$ cat src/rtl/spi_master_tx_if.sv
// rtl/spi_master_tx_if.sv - transfer request/response bundle for spi_master_tx
interface spi_master_tx_if #(
   parameter int DATA_W = 8
);
   logic [DATA_W-1:0] tx_data;
   logic              tx_valid;
   logic              tx_ready;
   logic [DATA_W-1:0] rx_data;
   logic              rx_valid;
   logic              busy;

   // master: the client that requests transfers; slave: the SPI master block itself
   modport master (
      output tx_data, tx_valid,
      input  tx_ready, rx_data, rx_valid, busy
   );
   modport slave (
      input  tx_data, tx_valid,
      output tx_ready, rx_data, rx_valid, busy
   );
endinterface

$ cat src/rtl/spi_master_tx.sv
// rtl/spi_master_tx.sv - SPI mode-0 master, MSB first; SPI_BURST_EN enables back-to-back bytes under one cs
module spi_master_tx #(
   parameter int CLK_DIV = 25,
   parameter int DATA_W  = 8,
   parameter int CS_GAP  = 4
) (
   input  logic           clk,
   input  logic           rst,
   spi_master_tx_if.slave bus,
   output logic           sclk,
   output logic           cs,
   output logic           mosi,
   input  logic           miso
);
   localparam int HW = $clog2(CLK_DIV);
   localparam int BW = $clog2(DATA_W + 1);
   localparam int GW = (CS_GAP > 2) ? $clog2(CS_GAP - 1) : 1;

   localparam logic [HW-1:0] HALF_LAST = HW'(CLK_DIV - 1);
   localparam logic [BW-1:0] BIT_LAST  = BW'(DATA_W);
   // The IDLE cycle that re-accepts a request counts as the last cs-high cycle,
   // so GAP itself lasts CS_GAP-1 cycles.
   localparam logic [GW-1:0] GAP_LAST  = GW'((CS_GAP >= 2) ? CS_GAP - 2 : 0);

   typedef enum logic [2:0] {IDLE, SETUP, SHIFT, HOLD, GAP} state_t;

   state_t            state;
   logic [HW-1:0]     half_cnt;
   logic [BW-1:0]     bit_cnt;
   logic [GW-1:0]     gap_cnt;
   logic [DATA_W-1:0] tx_shift;
   logic [DATA_W-1:0] rx_shift;
   logic [DATA_W-1:0] rx_data_q;
   logic              tx_ready_q;
   logic              rx_valid_q;
   logic              busy_q;
   logic              sclk_q;
   logic              cs_q;
   logic              mosi_q;
   logic              half_done;

   assign half_done    = (half_cnt == HALF_LAST);
   assign bus.tx_ready = tx_ready_q;
   assign bus.rx_data  = rx_data_q;
   assign bus.rx_valid = rx_valid_q;
   assign bus.busy     = busy_q;
   assign sclk         = sclk_q;
   assign cs           = cs_q;
   assign mosi         = mosi_q;

   // Transfer sequencer: generates sclk from half-period counts and shifts both directions
   always_ff @(posedge clk) begin
      if (rst) begin
         state      <= IDLE;
         half_cnt   <= '0;
         bit_cnt    <= '0;
         gap_cnt    <= '0;
         tx_shift   <= '0;
         rx_shift   <= '0;
         rx_data_q  <= '0;
         tx_ready_q <= 1'b0;
         rx_valid_q <= 1'b0;
         busy_q     <= 1'b0;
         sclk_q     <= 1'b0;
         cs_q       <= 1'b1;
         mosi_q     <= 1'b0;
      end else begin
         rx_valid_q <= 1'b0;
         case (state)
            IDLE: begin
               tx_ready_q <= 1'b1;
               if (bus.tx_valid && tx_ready_q) begin
                  tx_shift   <= bus.tx_data;
                  mosi_q     <= bus.tx_data[DATA_W-1];
                  cs_q       <= 1'b0;
                  busy_q     <= 1'b1;
                  tx_ready_q <= 1'b0;
                  half_cnt   <= '0;
                  bit_cnt    <= '0;
                  state      <= SETUP;
               end
            end
            SETUP: begin
               half_cnt <= half_cnt + 1'b1;
               if (half_done) begin
                  half_cnt <= '0;
                  sclk_q   <= 1'b1;
                  rx_shift <= {rx_shift[DATA_W-2:0], miso};
                  bit_cnt  <= bit_cnt + 1'b1;
                  state    <= SHIFT;
               end
            end
            SHIFT: begin
               half_cnt <= half_cnt + 1'b1;
               if (half_done) begin
                  half_cnt <= '0;
                  if (!sclk_q) begin
                     sclk_q   <= 1'b1;
                     rx_shift <= {rx_shift[DATA_W-2:0], miso};
                     bit_cnt  <= bit_cnt + 1'b1;
                  end else begin
                     sclk_q <= 1'b0;
                     if (bit_cnt == BIT_LAST) begin
                        state <= HOLD;
`ifdef SPI_BURST_EN
                        tx_ready_q <= 1'b1;
`endif
                     end else begin
                        tx_shift <= {tx_shift[DATA_W-2:0], 1'b0};
                        mosi_q   <= tx_shift[DATA_W-2];
                     end
                  end
               end
            end
            HOLD: begin
               half_cnt   <= half_cnt + 1'b1;
               tx_ready_q <= 1'b0;
`ifdef SPI_BURST_EN
               // Burst slot: the half-period count keeps running so rises stay evenly spaced
               if (tx_ready_q && bus.tx_valid) begin
                  tx_shift   <= bus.tx_data;
                  mosi_q     <= bus.tx_data[DATA_W-1];
                  rx_data_q  <= rx_shift;
                  rx_valid_q <= 1'b1;
                  bit_cnt    <= '0;
                  state      <= SHIFT;
               end else
`endif
               if (half_done) begin
                  half_cnt   <= '0;
                  cs_q       <= 1'b1;
                  mosi_q     <= 1'b0;
                  rx_data_q  <= rx_shift;
                  rx_valid_q <= 1'b1;
                  gap_cnt    <= '0;
                  if (CS_GAP == 1) begin
                     state      <= IDLE;
                     busy_q     <= 1'b0;
                     tx_ready_q <= 1'b1;
                  end else begin
                     state <= GAP;
                  end
               end
            end
            GAP: begin
               gap_cnt <= gap_cnt + 1'b1;
               if (gap_cnt == GAP_LAST) begin
                  gap_cnt    <= '0;
                  state      <= IDLE;
                  busy_q     <= 1'b0;
                  tx_ready_q <= 1'b1;
               end
            end
            default: state <= IDLE;
         endcase
      end
   end
endmodule

$ cat src/flat_wrapper.sv
// flat-port wrapper written by rule: the top's interface ports become plain ports
module spi_master_tx_flat 
#(
   parameter int CLK_DIV = 25,
   parameter int DATA_W  = 8,
   parameter int CS_GAP  = 4
)
  (clk, rst, sclk, cs, mosi, miso, bus_tx_data, bus_tx_valid, bus_tx_ready, bus_rx_data, bus_rx_valid, bus_busy);
  spi_master_tx_if #(.DATA_W(DATA_W)) bus_i ();
  input  logic clk;
  input  logic rst;
  output logic sclk;
  output logic cs;
  output logic mosi;
  input  logic miso;
  input wire logic [$bits(bus_i.tx_data)-1:0] bus_tx_data;
  input wire logic [$bits(bus_i.tx_valid)-1:0] bus_tx_valid;
  output wire logic [$bits(bus_i.tx_ready)-1:0] bus_tx_ready;
  output wire logic [$bits(bus_i.rx_data)-1:0] bus_rx_data;
  output wire logic [$bits(bus_i.rx_valid)-1:0] bus_rx_valid;
  output wire logic [$bits(bus_i.busy)-1:0] bus_busy;
  assign bus_i.tx_data = bus_tx_data;
  assign bus_i.tx_valid = bus_tx_valid;
  assign bus_tx_ready = bus_i.tx_ready;
  assign bus_rx_data = bus_i.rx_data;
  assign bus_rx_valid = bus_i.rx_valid;
  assign bus_busy = bus_i.busy;
  spi_master_tx #(.CLK_DIV(CLK_DIV), .DATA_W(DATA_W), .CS_GAP(CS_GAP)) u_core (.clk(clk), .rst(rst), .bus(bus_i), .sclk(sclk), .cs(cs), .mosi(mosi), .miso(miso));
endmodule
$ cat config.mk
export PLATFORM = sky130hd
export DESIGN_NAME = spi_master_tx_flat
export DESIGN_NICKNAME = d
export VERILOG_FILES = /design/src/rtl/spi_master_tx_if.sv /design/src/rtl/spi_master_tx.sv /design/src/flat_wrapper.sv
export SDC_FILE = /design/constraint.sdc
export NUM_CORES = 1
export LEC_CHECK = 0
export ABC_AREA = 0
export CAP_MARGIN = 20
export CORE_MARGIN = 4
export CORE_UTILIZATION = 50
export DETAILED_ROUTE_END_ITERATION = 7
export PLACE_DENSITY = 0.84
export SLEW_MARGIN = 20
export SYNTH_ARGS = -nofsm -noshare
export SYNTH_HDL_FRONTEND = slang
export SYNTH_SLANG_ARGS = --single-unit
$ cat constraint.sdc
create_clock -name clk -period 4.6 [get_ports clk]
set_input_delay 0.46 -clock clk [delete_from_list [all_inputs] [get_ports clk]]
set_output_delay 0.46 -clock clk [all_outputs]
set_load 0.01 [all_outputs]
=== Yosys cells after proc, flatten, opt, wreduce, memory -nomap -nowiden ===
Cells that the tools add are included.

* Add/sub/neg operators: 3
* $mul: 0
* Divide/modulo/power cells: 0
* Magnitude comparators: 0
* Equal/unequal tests: 16
* Shifts and indexed selects: 0
* Multiplexer cells: 47
* Bitwise gates (word level): 1
* Reduce and logical (&&, ||, !) cells: 25

{| class="wikitable"
|+ Operators by type and width
! kind !! number
|-
| $mux W7 || 4
|-
| $mux W8 || 3
|-
| $mux W3 || 7
|-
| $mux W4 || 4
|-
| $pmux W8 S2 || 1
|-
| $pmux W3 S5 || 1
|-
| $mux W1 || 14
|-
| $ne A2 B1 Y1 const B || 7
|-
| $pmux W7 S2 || 1
|-
| $pmux W4 S3 || 1
|-
| $reduce_bool A2 Y1 || 6
|-
| $mux W5 || 2
|-
| $pmux W5 S2 || 1
|-
| $reduce_and A5 Y1 || 2
|-
| $reduce_and A3 Y1 || 3
|-
| $reduce_bool A3 Y1 || 3
|-
| $reduce_and A2 Y1 || 4
|-
| $reduce_and A7 Y1 || 1
|-
| $eq A3 B2 Y1 const B || 2
|-
| $pmux W1 S2 || 3
|-
| $pmux W1 S3 || 2
|-
| $reduce_and A6 Y1 || 1
|-
| $add A5 B1 Y5 const B || 1
|-
| $eq A5 B5 Y1 const B || 1
|-
| other kinds (15) || 17
|}

* Bits in registers: 43
* Bits in latches: 0
* Memory bits (writable): 0
* Memory bits (read-only): 0
* Bits of input ports: 12
* Output and inout port bits: 14
* Word-level logic and storage cells: 105
* Memories: 0

=== Depth between registers and ports, before layout ===
* Depth in word-level cells: 5
* Mapped depth: 7
* Gate-level depth less buffers: 6

=== Least setup slack after synthesis ===
No wires, ideal clock.

* Path kind: register to register
* From: reg u_core.half_cnt[0]
* To: reg u_core.rx_shift[0]
* Setup time: 128 ps
* Arrival time: 1459 ps
* Required time: 4472 ps
* Path slack: 3014 ps
* Stages on the path, launching flop included: 8
* Path buffers: 1
* Period minus slack after synthesis: 1586 ps
* Cell sequence: dfxtp_1 > inv_1 > ha_1 > nand4b_1 > a211oi_2 > buf_6 > mux2i_1 > nor2_1

* Longest elaborated chain between the ends: 3
* Elaborated cells on any way between the ends: 4
* Those cells by class: eq/ne: 3; reduce/logical: 1

{| class="wikitable"
|+ Ends and longest elaborated chain
! what !! line !! text
|-
| start: declaration || spi_master_tx.sv:28 || <nowiki>logic [HW-1:0] half_cnt;</nowiki>
|-
| start signal: assignment || spi_master_tx.sv:84 || <nowiki>half_cnt <= half_cnt + 1'b1;</nowiki>
|-
| start signal: assignment || spi_master_tx.sv:94 || <nowiki>half_cnt <= half_cnt + 1'b1;</nowiki>
|-
| start signal: assignment || spi_master_tx.sv:116 || <nowiki>half_cnt <= half_cnt + 1'b1;</nowiki>
|-
| $eq A5 B5 Y1 * || spi_master_tx.sv:42 || <nowiki>assign half_done = (half_cnt == HALF_LAST);</nowiki>
|-
| $ne A2 B1 Y1 (no source line) || -- ||
|-
| $reduce_and A4 Y1 (no source line) * || -- ||
|-
| end signal: assignment || spi_master_tx.sv:88 || <nowiki>rx_shift <= {rx_shift[DATA_W-2:0], miso};</nowiki>
|-
| end signal: assignment || spi_master_tx.sv:99 || <nowiki>rx_shift <= {rx_shift[DATA_W-2:0], miso};</nowiki>
|-
| end: declaration || spi_master_tx.sv:32 || <nowiki>logic [DATA_W-1:0] rx_shift;</nowiki>
|}

Every way passes the cells marked *; elsewhere a longest branch is shown, timed or not.
A chain may end at the register's enable or synchronous reset.

=== Worst setup path in the final report ===
* From: reg u_core.state[1]
* To: reg u_core.rx_shift[4]

* Longest elaborated chain between the ends: 3
* Elaborated cells on any way between the ends: 8
* Those cells by class: eq/ne: 5; mux: 1; reduce/logical: 2

{| class="wikitable"
|+ Ends and longest elaborated chain
! what !! line !! text
|-
| start: declaration || spi_master_tx.sv:27 || <nowiki>state_t state;</nowiki>
|-
| start signal: assignment || spi_master_tx.sv:54 || <nowiki>state <= IDLE;</nowiki>
|-
| start signal: assignment || spi_master_tx.sv:80 || <nowiki>state <= SETUP;</nowiki>
|-
| start signal: assignment || spi_master_tx.sv:90 || <nowiki>state <= SHIFT;</nowiki>
|-
| $eq A3 B2 Y1 / $eq A3 B1 Y1 (equally long branches) || spi_master_tx.sv:69 || <nowiki>case (state)</nowiki>
|-
| $ne A2 B2 Y1 (no source line) (tied with other cells) || -- ||
|-
| $reduce_and A4 Y1 (no source line) || -- ||
|}

Several ways; a longest one is shown, not always the timed one.

==> reports/results.tsv <==
metric	value	unit
synthesized instance count	213	
clock tree buffer depth	2	
Inst Count DP	273	
vias per cell	5.81	
Routed wire per std cell	14.0	um
worst setup margin	2330	ps
Slew Viols, Final	0	
mapped cell area	2030	um2
pre-CTS setup slack	2260	ps
width of the die	71.7	um
reg2reg end	u_core.rx_shift[4]$_SDFFE_PP0P_	
Root Driver	clkbuf_8	
period utilisation layout	49.4	%
final design utilization	62.2	%
first-pass GRT wire length	6.84	mm
Leakage	0.840	nW
fin nets	248	
Yosys top cell by area	dfxtp_1	
pin slew with the least headroom to its limit	1000	ps
maxcap violations	0	
fillcell total	331	
RSZ-0062 raised after global routing	false	
total CTS buffers	5	
final clock skew	3.97	ps
R2R setup slack	2330	ps
ys flop type	dfxtp_1	
clk_lat worst skew	290	ps
GR Util All Layers	16.4	%
Synth warnings	0	
post-DP HPWL	2.59	mm
status	completed	
Max transition margin	33.2	%
Hold WC Path Type	reg2reg	
layout cells sized above 1	8.58	%
Clock Pin Slew Worst Setup and Hold Paths	80	ps
Syn Area/Cell	9.52	um2
Worst setup EP type	register	
P&R area growth vs syn	16.6	%
kind of start point of the critical path	register	
CTS tree	built	
Row Count	22	
Peak supply drop	0.190	mV
core box area	3800	um2
initial antenna violation count	0	
boundary pin count	26	
Fin. Hold Viols	0	
hold buffer count at CTS	0	
Sink Count	43	
vias in the first global route	1570	
number of distinct library cells after synthesis	47	
critical path startpoint	u_core.state[1]$_SDFFE_PP0P_	
setup TNS	0	ps
Synth area leaders	dfxtp_1, mux2i_1, a311oi_1	
postcts setup bufs	0	
most common cell after layout, fill and taps aside	dfxtp_1	
#FFs+latches synth	43	
routed vias	1632	
Starting Density	53.4	%
critical path class	reg2reg	
initial DRC count	133	
Synth top area share	42.5	%
DRT Pass-1 Iters	5	
post_cts resized	0	
Post-synth ARST share	0	%
Achievable Freq	440	MHz
Seq/Total Area, Yosys	42.5	%
Req. time, crit path	4790	ps
Worst EP arrival	2460	ps
Die ar.	5140	um2
# setup viols final	0	
Die Height	71.7	um
Hold Crit Depth	2	
H-Tree Depth	2	
routability cong.	0.766	
P per Cell Area	323	nW/um2
GR Overflow Total	0	
largest net degree at the start of global routing	25	
fin cells	281	
commonest non-fill, non-tap cells in the layout	dfxtp_1, clkdlybuf4s50_1, mux2i_1, nor2_1, a21oi_1	
port bufs	25	
worst reg2reg path startpoint	u_core.state[1]$_SDFFE_PP0P_	
worst reg2reg path depth	4	
Critical Path End	u_core.rx_shift[4]$_SDFFE_PP0P_	
min Tclk post-route	2270	ps
DRC violations left	0	
Critical Path Fanout Max	13	
Post-Route WL	3.92	mm
Post-Syn Nets	229	
ANT nets after route	0	
Post-synth EDFFs	0	
Inserted Diodes	0	
[per-layer routing]
layer | part of all wire (%) | track usage (%) | vias to the layer above | wire (um)
met5 | 0 | 0 | - | 0
met4 | 2.1 | 7.52 | 0 | 82
met3 | 4.6 | 3.93 | 9 | 179
met2 | 47 | 27.1 | 36 | 1840
met1 | 46 | 20.1 | 770 | 1820
li1 | - | - | 817 | -
[per-stage QoR]
stage | total power, mW | hold WS [ps] | instance area (um2)
after floorplan | 0.446 | 449 | 2030
after global placement | 0.468 | 457 | 2250
after detailed placement | 0.469 | 459 | 2250
after CTS | 0.771 | 478 | 2360
after global routing | 0.798 | 506 | 2360
final | 0.763 | 476 | 2360
[Yosys cell counts (all sizes together), types with 2 or more instances]
master  count
dfxtp      43
nor2       25
mux2i      24
a21oi      17
nand2      13
a311oi     10
nand3       8
buf         7
clkbuf      7
inv         7
nor3        6
ha          4
nand2b      4
a211oi      3
nand4b      3
o21ai       3
a22oi       2
a41oi       2
nand3b      2
nand4       2
nor2b       2
o21a        2
o31ai       2
[worst max-delay path, stage by stage, from the launching register on]
cell and delay (ps):
dfxtp_1 590, or3b_1 420, a211oi_2 830, mux2i_1 280
nor2_1 50
[worst min path at each step]
stage / slack (ps) / startpoint / endpoint
after global placement: 460 / u_core.cs$_SDFFE_PP1P_ / u_core.cs$_SDFFE_PP1P_
after floorplan: 450 / u_core.tx_shift[0]$_SDFFE_PP0P_ / u_core.tx_shift[0]$_SDFFE_PP0P_
after CTS: 480 / u_core.cs$_SDFFE_PP1P_ / u_core.cs$_SDFFE_PP1P_
after global routing: 510 / u_core.cs$_SDFFE_PP1P_ / u_core.cs$_SDFFE_PP1P_
after detailed placement: 460 / u_core.cs$_SDFFE_PP1P_ / u_core.cs$_SDFFE_PP1P_
final: 480 / u_core.cs$_SDFFE_PP1P_ / u_core.cs$_SDFFE_PP1P_
[power breakdown]
| part | total (mW) | switching (mW) | internal, mW |
|---|---|---|---|
| Combinational | 0.0701 | 0.0371 | 0.0331 |
| Sequential | 0.390 | 0.00882 | 0.382 |
| Clock | 0.303 | 0.127 | 0.176 |
[kinds of logic (layout without fill, tap and decap cells)]
group,Yosys count,in the layout,synth area share [%]
buf+inv,21,41,6.17
flops,43,43,42.5
fa+ha+maj,4,4,2.47
compound gates,48,48,17.3
mux,24,24,11.9
simple gates,72,72,19.3
xor+xnor,1,1,0.432
[sequential cells by signal, indices dropped and copies added (netlist names)]
name,cells
u_core.state,3
u_core.bus.busy,1
u_core.bus.rx_data,8
u_core.bus.tx_ready,1
u_core.mosi,1
u_core.bus.rx_valid,1
u_core.rx_shift,8
u_core.gap_cnt,2
u_core.bit_cnt,4
u_core.tx_shift,7
u_core.sclk,1
u_core.half_cnt,5
u_core.cs,1
[layout make-up]
type	instances	area, um2	share of cell area (%)
clock inverter	2	35.0	1.48
tap	48	60.1	2.54
inverter	7	26.3	1.11
multi-input combinational	149	1040	44.0
timing repair buffer	26	258	10.9
sequential	43	861	36.4
clock buffer	6	82.6	3.49
(Power assumes the default switching activity.)
